==> src/rtl/conv_stream_arbiter.sv <==
// conv_stream_arbiter: round-robin burst arbiter merging NREQ engine streams onto one registered AXI-Stream output
// Ports:
//   clk             system clock, rising edge
//   reset           asynchronous active-low reset
//   IN_AXIS_TDATA   packed per-requester data, requester i at [i*OUTW +: OUTW]
//   IN_AXIS_TVALID  per-requester valid
//   IN_AXIS_TREADY  per-requester ready, only the granted bit can be high
//   OUT_AXIS_TDATA  registered output data
//   OUT_AXIS_TID    registered index of the requester that sourced the beat
//   OUT_AXIS_TVALID registered output valid
//   OUT_AXIS_TREADY sink ready
//   BUSY            high while a requester holds the grant
// Define CONV_ARB_FIXED_PRIO_EN for fixed lowest-index-wins priority instead of round-robin.
module conv_stream_arbiter #(
  parameter int OUTW = 24,
  parameter int NREQ = 4,
  parameter int BURST = 8,
  localparam int IDW = $clog2(NREQ),
  localparam int CNTW = $clog2(BURST + 1)
) (
  input  logic                 clk,
  input  logic                 reset,
  input  logic [NREQ*OUTW-1:0] IN_AXIS_TDATA,
  input  logic [NREQ-1:0]      IN_AXIS_TVALID,
  output logic [NREQ-1:0]      IN_AXIS_TREADY,
  output logic [OUTW-1:0]      OUT_AXIS_TDATA,
  output logic [IDW-1:0]       OUT_AXIS_TID,
  output logic                 OUT_AXIS_TVALID,
  input  logic                 OUT_AXIS_TREADY,
  output logic                 BUSY
);
  typedef enum logic {IDLE, GRANT} state_t;
  state_t state;
  logic [IDW-1:0] grant, last_grant, winner;
  logic [CNTW-1:0] beat_cnt;
  logic stage_rdy, accept;
  // The output register has no skid buffer, so sink ready feeds straight back to the granted requester.
  assign stage_rdy = !OUT_AXIS_TVALID || OUT_AXIS_TREADY;
  assign accept = state == GRANT && IN_AXIS_TVALID[grant] && stage_rdy;
  assign BUSY = state == GRANT;
  always_comb IN_AXIS_TREADY = (state == GRANT && stage_rdy) ? NREQ'(1) << grant : '0;
  // Scan from the far end so the candidate closest to the search start is written last and wins.
  always_comb begin
    winner = '0;
`ifdef CONV_ARB_FIXED_PRIO_EN
    for (int i = NREQ - 1; i >= 0; i--)
      if (IN_AXIS_TVALID[i]) winner = IDW'(i);
`else
    for (int k = NREQ; k >= 1; k--)
      if (IN_AXIS_TVALID[(int'(last_grant) + k) % NREQ]) winner = IDW'((int'(last_grant) + k) % NREQ);
`endif
  end
  always_ff @(posedge clk or negedge reset) begin
    if (!reset) begin
      state <= IDLE;
      grant <= '0;
      last_grant <= IDW'(NREQ - 1);
      beat_cnt <= '0;
      OUT_AXIS_TDATA <= '0;
      OUT_AXIS_TID <= '0;
      OUT_AXIS_TVALID <= 1'b0;
    end else begin
      if (accept) begin
        OUT_AXIS_TDATA <= IN_AXIS_TDATA[int'(grant)*OUTW +: OUTW];
        OUT_AXIS_TID <= grant;
        OUT_AXIS_TVALID <= 1'b1;
      end else if (OUT_AXIS_TREADY) begin
        OUT_AXIS_TVALID <= 1'b0;
      end
      if (state == IDLE) begin
        if (|IN_AXIS_TVALID) begin
          state <= GRANT;
          grant <= winner;
          beat_cnt <= '0;
        end
      // Release on a full burst, or on an empty source only when the stage could have taken a beat.
      end else if ((accept && beat_cnt == CNTW'(BURST - 1)) || (!IN_AXIS_TVALID[grant] && stage_rdy)) begin
        state <= IDLE;
        last_grant <= grant;
        beat_cnt <= '0;
      end else if (accept) begin
        beat_cnt <= beat_cnt + 1'b1;
      end
    end
  end
endmodule

==> config.mk <==
export PLATFORM = sky130hd
export DESIGN_NAME = conv_stream_arbiter
export DESIGN_NICKNAME = d
export VERILOG_FILES = /design/src/rtl/conv_stream_arbiter.sv
export SDC_FILE = /design/constraint.sdc
export NUM_CORES = 1
export LEC_CHECK = 0
export CAP_MARGIN = 10
export CELL_PAD_IN_SITES_DETAIL_PLACEMENT = 1
export CELL_PAD_IN_SITES_GLOBAL_PLACEMENT = 1
export CORE_MARGIN = 2
export CORE_UTILIZATION = 29
export DETAILED_ROUTE_END_ITERATION = 16
export MAX_ROUTING_LAYER = met4
export PLACE_DENSITY = 0.88
export SYNTH_ARGS = -nofsm -noshare
export SYNTH_HDL_FRONTEND = slang
export SYNTH_SLANG_ARGS = --single-unit
==> constraint.sdc <==
create_clock -name clk -period 2.73 [get_ports clk]
set_input_delay 0.546 -clock clk [delete_from_list [all_inputs] [get_ports clk]]
set_output_delay 0.546 -clock clk [all_outputs]
set_load 0.02 [all_outputs]
==> results.txt, run 1 <==
The maximum net fanout on the critical path is 3. The final core area utilization is 0.517. The number of setup buffers added after CTS is 0. The sequential area share after synthesis came out at 0.428.

The maximum clock path buffer count is 2. Setup violations remaining at the end of the flow were counted as 0. The count of buffers inserted at the top-level ports came out at 134. TritonCTS built the clock tree. The cell that appears most often on the critical path is sky130_fd_sc_hd__clkdlybuf4s50_1. The number of placement rows is 31. Data on the critical path arrives at its endpoint at approximately 2.0 ns. Leaving out fill and tap cells, the most frequent cell in the layout is sky130_fd_sc_hd__clkdlybuf4s50_1. The final clock period utilization by the worst path came out at 0.947. The die width came out at 89.3 um. The average routed wire per standard cell came out at between 15 and 20 um. The highest ir drop seen on vdd is 0.000670 V. Summed over all layers, the routed wires come to 7100 um. Of the total synthesized cell area, the portion taken by AND, OR, NAND and NOR gates is 0.0658.

The sort of element at the end of the critical path is an output port. The setup TNS came out at 0 ns. The number of antenna violations at the first check in global routing is 0. The peak per-stage delay on the critical path is roughly 0.63 ns.

Walking the worst path, the cells encountered are clkdlybuf4s50_1 > nand2b_1 > nand2_1 > nor3_1 > clkdlybuf4s50_1. The H-tree depth came out at 2. The synthesized-area fraction occupied by ao, oa, aoi and oai cells was 0.0456. The cell count after placement came out at 382. The count of pins over their slew limit is 0.

The number of top-level pins is about 140. The floorplan die height is slightly below 90 um. Using the TritonRoute via totals, the vias-per-cell ratio works out to 4.86. The sum of internal, switching and leakage power came out at 3.63 mW. The first-pass GRT wire length is between 10,000 and 15,000 um.

The post-synthesis instance area is about 0.0021 mm2. Synthesis handed over a netlist of 151 instances. The run finished with clean final reports. The count of fill cells added during filler insertion is between 700 and 800. Clock tree synthesis selected as its root buffer the cell sky130_fd_sc_hd__clkbuf_8. OpenSTA, run right after detailed placement, puts the worst setup slack at 0.0547 ns. Across the whole layout, storage elements account for slightly above 900 um2. The area of the core is 0.00714 mm2. The worst relative slew slack is 0.444. Among all stages on the critical path, the largest delay is contributed by sky130_fd_sc_hd__clkdlybuf4s50_1. The number of global-route vias before repair was between 2,000 and 2,500.

The average size of a mapped cell came out at 14.0 um2. Tracing the worst setup path back leads to its startpoint at OUT_AXIS_TREADY. The number of DRC violations after detailed routing is 0.

The number of max-cap violations is 0. The first routing iteration left between 40 and 50 violations. The distinct cell type count after synthesis came out at 32.

The clock sink total is 36. The minimum setup slack in the final design came out at ~0.14 ns. The pin count of the biggest net entering global routing came out at 37. Setup repair after global routing left no endpoint under its margin.

The pre-antenna-repair detailed-routing pass consisted of 4 iterations. The final hold violation count is 0. The startpoint type of the worst setup path is an input pin. The die footprint came out at 0.00798 mm2. The family with the most delay on the worst path is buffers and inverters. The highest achievable clock rate is 387 MHz. The final antenna-violating net count came out at 0.

The area occupied by multi-input gates came out at between 0.001 and 0.0015 mm2. The synthesized flop and latch total is 36. The total half-perimeter wirelength after legalization and detailed placement is 5720 um. In this run the worst hold path is classified as input pin to async pin. The startpoint identified for the worst register-to-register timing path is grant[0].

The arithmetic-cell share of the synthesized area counting full adders, half adders and majority gates is 0.00593. The critical path in this run is classified as input pin to output port. The multiplexer area fraction after synthesis came out at 0.420. The area growth from synthesis to layout is 74.7%. The diode insertion count for antenna repair is 0. The congestion estimate from routability-driven global placement came to slightly below 0.8.

The total buffers and inverters traversed by the critical path is 2. The clock reaches the later pin of the worst-skew pair after roughly 0.28 ns. The initial cell density of the core is 0.296.

The global routing usage summed across all routing layers came out at 0.183. The main combinational cell family by area after synthesis is multiplexers. The number of warnings reported in the yosys synthesis log came out at 0.

The top cell types in the final layout, fill and taps aside, are 130 x sky130_fd_sc_hd__clkdlybuf4s50_1, 33 x sky130_fd_sc_hd__dfrtp_1, 25 x sky130_fd_sc_hd__mux4_2, 20 x sky130_fd_sc_hd__mux2_1, 10 x sky130_fd_sc_hd__nand2_1. The power per unit of standard cell area is around 980 mW/mm2. Counting every net in the synthesized netlist gives roughly 260.

The critical path data required time came out at 2.18 ns. After layout, the minimum clock period comes to around 2.6 ns. The routed layout has about 1,900 vias. The number of buffers created by CTS is 5.

After clock tree synthesis, the clock-pin slew on the worst setup and hold paths is ~0.070 ns. The count of nets after finishing is 394. Summed over all cells, the static leakage comes to roughly 1.5 nW. The total overflow reported by the global router came out at 0.

The worst setup skew after layout is between 0.006 and 0.007 ns. The measured slew at the worst slew-check pin came out at 0.834 ns. The share of post-route cells with drive strength above 1 came out at 0.179. Of the total synthesized cell area, the portion taken by XOR and XNOR cells is 0. The finished layout holds 390 standard cells, fillers aside.
[what timing repair did]
action,CTS,global route
hold buffers,0,0
endpoints found under the setup margin,0,3
resized for setup,0,3
[registers in the layout, summed over array words and instances, names as in the netlist]
signal	count
BUSY	1
OUT_AXIS_TVALID	1
OUT_AXIS_TDATA	24
last_grant	2
OUT_AXIS_TID	2
grant	2
beat_cnt	4
[final cells by class]
cell class,count,share of cell area
tap,99,0.0336
inverter,5,0.00509
timing repair buffer,143,0.383
sequential,36,0.245
multi-input combinational,99,0.309
clock buffer,8,0.0244
[metrics by stage]
stage | hold slack, ns | instance area, um2
2_1_floorplan | 0.250 | 2110
3_3_place_gp | 0.473 | 3590
3_5_place_dp | 0.482 | 3590
4_1_cts | 0.388 | 3680
5_1_grt | 0.422 | 3690
6_report | 0.358 | 3690
[layer usage]
layer  share of wire  global-route usage
met5               0                   -
met4          0.0066              0.0326
met3           0.080              0.0462
met2            0.56               0.345
met1            0.35               0.193
[synthesized netlist by cell type (all sizes together)]
| cell type | n | area share |
|---|---|---|
| o21a | 1 | 0.0036 |
| nor3 | 1 | 0.0024 |
| and2 | 1 | 0.0030 |
| mux2i | 2 | 0.0095 |
| inv | 5 | 0.0089 |
| nand2 | 10 | 0.018 |
| dfrtp | 34 | 0.40 |
| o21ai | 4 | 0.0095 |
| nand3 | 7 | 0.017 |
| nand2b | 2 | 0.0059 |
| nand4 | 1 | 0.0030 |
| dfstp | 2 | 0.025 |
| clkbuf | 4 | 0.0071 |
| o22ai | 1 | 0.0030 |
| o31ai | 1 | 0.0036 |
| or4 | 1 | 0.0036 |
| nor2 | 4 | 0.0071 |
| mux2 | 27 | 0.14 |
| ha | 1 | 0.0059 |
| o32ai | 1 | 0.0042 |
| mux4 | 25 | 0.27 |
| a31oi | 1 | 0.0030 |
| o31a | 2 | 0.0083 |
| a21o | 1 | 0.0036 |
| a21oi | 3 | 0.0071 |
| buf | 7 | 0.018 |
| and3 | 1 | 0.0030 |
| nor3b | 1 | 0.0036 |
[where the power goes]
group	internal (mW)	switching [mW]	total, mW
registers	0.812	0.203	1.02
logic	1.22	1.00	2.22
clock network	0.206	0.187	0.393
[kinds of logic after synthesis]
kind of cell | Yosys count
AND/OR/NAND/NOR | 29
multiplexers | 54
flip-flops | 36
buffers and inverters | 16
adder cells (fa/ha/maj) | 1
AO/OA/AOI/OAI | 15
[path summary, 6_finish.rpt]
kind                                endpoint  slack [ns]  depth (start not counted)
hold / removal             OUT_AXIS_TDATA[5]        0.36                          1
min in group clk             OUT_AXIS_TID[0]        0.49                          2
setup reg to reg           OUT_AXIS_TDATA[2]        0.64                          4
setup / recovery           IN_AXIS_TREADY[0]        0.14                          5
max in group asynchronous           grant[0]        1.80                          1
hold reg to reg              OUT_AXIS_TID[0]        0.49                          2
(Power assumes the default switching activity.)
==> run 2, diff against run 1 <==
- CORE_UTILIZATION: 29 -> 27
- MAX_ROUTING_LAYER: met4 -> not set
- PLACE_DENSITY: 0.88 -> 0.83
- clock period: 2.73 -> 2.7 ns (I/O delays scaled with it)
==> run 2 against run 1 <==
Combinational power is 3% lower. Flip-flop and latch count did not move. Via count fell by 0.79%. Worst setup slack got worse by 0.040 ns. Register-to-register slack lost 0.07 ns. Final area down 0.14%. Highest routed layer unchanged.
==> results.txt, run 2 (synthesis gave the netlist of run 1 again) <==
The class of the most critical setup path is input pin to output port (unchanged). The initial cell density of the core came to 0.276 (was 0.296). The register with the highest flop count is OUT_AXIS_TDATA (unchanged). The first-pass GRT wire length is 10,800 um (was 10,500 um). The maximum clock path buffer count is 2 (unchanged). RSZ-0062 raised after global routing: no (unchanged). The flip-flop count of the largest register, all copies and words added is 24 (unchanged). The number of placement rows is 32 (was 31).

The worst setup skew after layout came out at 0.0110 ns (was 0.00651 ns). The number of global-route vias before repair is 2,106 (was 2,165). The pin count of the biggest net entering global routing is 37 (unchanged).

The number of cells traversed by the worst register-to-register path came out at 4 (unchanged). Outcome: finished clean (unchanged). The total half-perimeter wirelength after legalization and detailed placement came to 5510 um (was 5720 um).

The clock sink total came out at 36 (unchanged). The violation count after the first detailed-route iteration came out at 59 (was 41). The highest ir drop seen on vdd came out at 0.000491 V (was 0.000670 V). The layout-stage area growth over the synthesis result is 74.5% (was 74.7%). The power per unit of standard cell area is 987 mW/mm2 (was 985 mW/mm2).

The hold slack came out at 0.361 ns (was 0.358 ns). The number of buffers created by CTS is 5 (unchanged). The maximum net fanout on the critical path came out at 3 (unchanged). The number of top-level pins came out at 135 (unchanged).

The average routed wire per standard cell is 17.5 um (was 18.2 um). The internal reg-to-reg setup slack is 0.57 ns (was 0.64 ns). Top library cells by usage in the layout, fill and taps aside: 130 x sky130_fd_sc_hd__clkdlybuf4s50_1, 33 x sky130_fd_sc_hd__dfrtp_1, 25 x sky130_fd_sc_hd__mux4_2, 20 x sky130_fd_sc_hd__mux2_1, 10 x sky130_fd_sc_hd__nand2_1 (unchanged).

The post-CTS setup-driven buffer insertion count came out at 0 (unchanged). The setup TNS came to 0 ns (unchanged). Largest regs: OUT_AXIS_TDATA (24), beat_cnt (4) (unchanged). The global routing usage summed across all routing layers is 0.161 (was 0.183).

The measured slew at the worst slew-check pin is 0.832 ns (was 0.834 ns). The critical path data required time is 2.16 ns (was 2.18 ns). The die width came out at 92.4 um (was 89.3 um). The startpoint type of the worst setup path was an input pin (unchanged). The H-tree depth was 2 (unchanged). The area of the core is 0.00765 mm2 (was 0.00714 mm2).

The floorplan die height came out at 92.4 um (was 89.3 um). The count of pins over their slew limit is 0 (unchanged). The TritonCTS clock tree is built (unchanged). The leakage power summed over all cells was 1.48 nW (was 1.50 nW). The share of post-route cells with drive strength above 1 came out at 0.176 (was 0.179). The sort of element at the end of the critical path is an output port (unchanged). The count of buffers inserted at the top-level ports came out at 134 (unchanged). The total overflow reported by the global router came out at 0 (unchanged). The sum of internal, switching and leakage power was 3.63 mW (about the same). The routability-driven placement congestion ratio is 0.766 (was 0.769). The final design instance area without fill came to 0.00368 mm2 (was 0.00369 mm2). The number of DRC violations after detailed routing came out at 0 (unchanged). The number of max-cap violations is 0 (unchanged). The final setup violation count is 0 (unchanged). The type of the tightest min-delay check is input pin to async pin (unchanged). The total length of routed wires came out at 6840 um (was 7100 um).

The clock-pin slew on the worst setup and hold paths came out at 0.08 ns (was 0.07 ns). Counting I/O delays and the setup requirement, the final critical path takes about 2.6 ns. The library cell used as clock root buffer is sky130_fd_sc_hd__clkbuf_8 (unchanged). The number of antenna violations at the first check in global routing is 0 (unchanged). The first-pass iteration count of the detailed router is 4 (unchanged). The final hold violation count is 0 (unchanged).

The commonest non-fill, non-tap cell in the layout is sky130_fd_sc_hd__clkdlybuf4s50_1 (unchanged). The count of nets after finishing came out at 392 (was 394). The detailed-route vias per instance came out at 4.81 (was 4.86). The diode insertion count for antenna repair was 0 (unchanged). The count of fill cells added during filler insertion was 788 (was 767).

The die footprint came out at 0.00854 mm2 (was 0.00798 mm2). The placed standard-cell area came out at 0.00358 mm2 (was 0.00359 mm2). The number of vias in the routed layout came out at 1,881 (was 1,896). The worst relative slew slack is 0.446 (was 0.444). In the finished design, the share of the clock period the worst path needs comes to 0.961.

The clock latency reported for the late side of the worst-skew pair came out at 0.28 ns (about the same). Derived from the worst setup path, the maximum achievable clock frequency is 385 MHz. The worst endpoint data arrival time came out at 2.05 ns (was 2.04 ns).

The final antenna-violating net count was 0 (unchanged).
run 2: cell types whose count changed in the layout (fill, tap and decap cells not counted):
cell	before	now
sky130_fd_sc_hd__dlymetal6s2s_1	3	2
sky130_fd_sc_hd__dlygate4sd2_1	0	1
sky130_fd_sc_hd__buf_4	9	7
sky130_fd_sc_hd__clkbuf_8	6	7
sky130_fd_sc_hd__clkbuf_1	2	1
run 2: stage by stage:
step                std cells   util  setup slack [ns]
global placement          383  0.468            0.0195
global route              391  0.482            0.0256
finish                    391  0.482             0.105
detailed placement        383  0.468           0.00427
CTS                       391  0.481            0.0212
floorplan                 151      -             0.754
run 2: final timing paths:
check	from	endpoint
min reg2reg	OUT_AXIS_TDATA[13]	OUT_AXIS_TDATA[13]
min	reset	OUT_AXIS_TDATA[8]
max reg2reg	grant[0]	OUT_AXIS_TDATA[11]
max	OUT_AXIS_TREADY	IN_AXIS_TREADY[0]
max in group asynchronous	reset	grant[0]
min in group clk	OUT_AXIS_TDATA[13]	OUT_AXIS_TDATA[13]
run 2: critical path, cell delays in order:
cell and delay, ns:
sky130_fd_sc_hd__clkdlybuf4s50_1 0.45, sky130_fd_sc_hd__nand2b_1 0.16, sky130_fd_sc_hd__nand2_1 0.11, sky130_fd_sc_hd__nor3_1 0.15
sky130_fd_sc_hd__clkdlybuf4s50_1 0.64
run 2: area by class of cell:
cell class              instances  area (um2)  area share
inverters                       5        18.8     0.00510
clock buffers                   8         100      0.0272
multi-input cells              99        1140       0.309
flip-flops and latches         36         905       0.246
well taps                     102         128      0.0346
repair buffers                141        1390       0.378
run 2: repair_timing:
item	CTS	global route
hold buffers	0	0
resized for setup	1	2
setup endpoints to repair	1	2
run 2: power breakdown:
group          switching, mW  total (mW)  internal (mW)
registers              0.231        1.05          0.821
clock network          0.191       0.424          0.233
logic                  0.948        2.16           1.21
run 2: metal layers:
metal  wire length (um)  GRT usage
met5                  0          0
met4                 41     0.0261
met3                508     0.0472
met2               3810      0.299
met1               2480      0.185
==> run 3, diff against run 2 <==
- CTS_CLUSTER_SIZE: not set -> 24
==> results of run 3 <==
The final DEF is identical to that of run 2; final timing and power are the same.
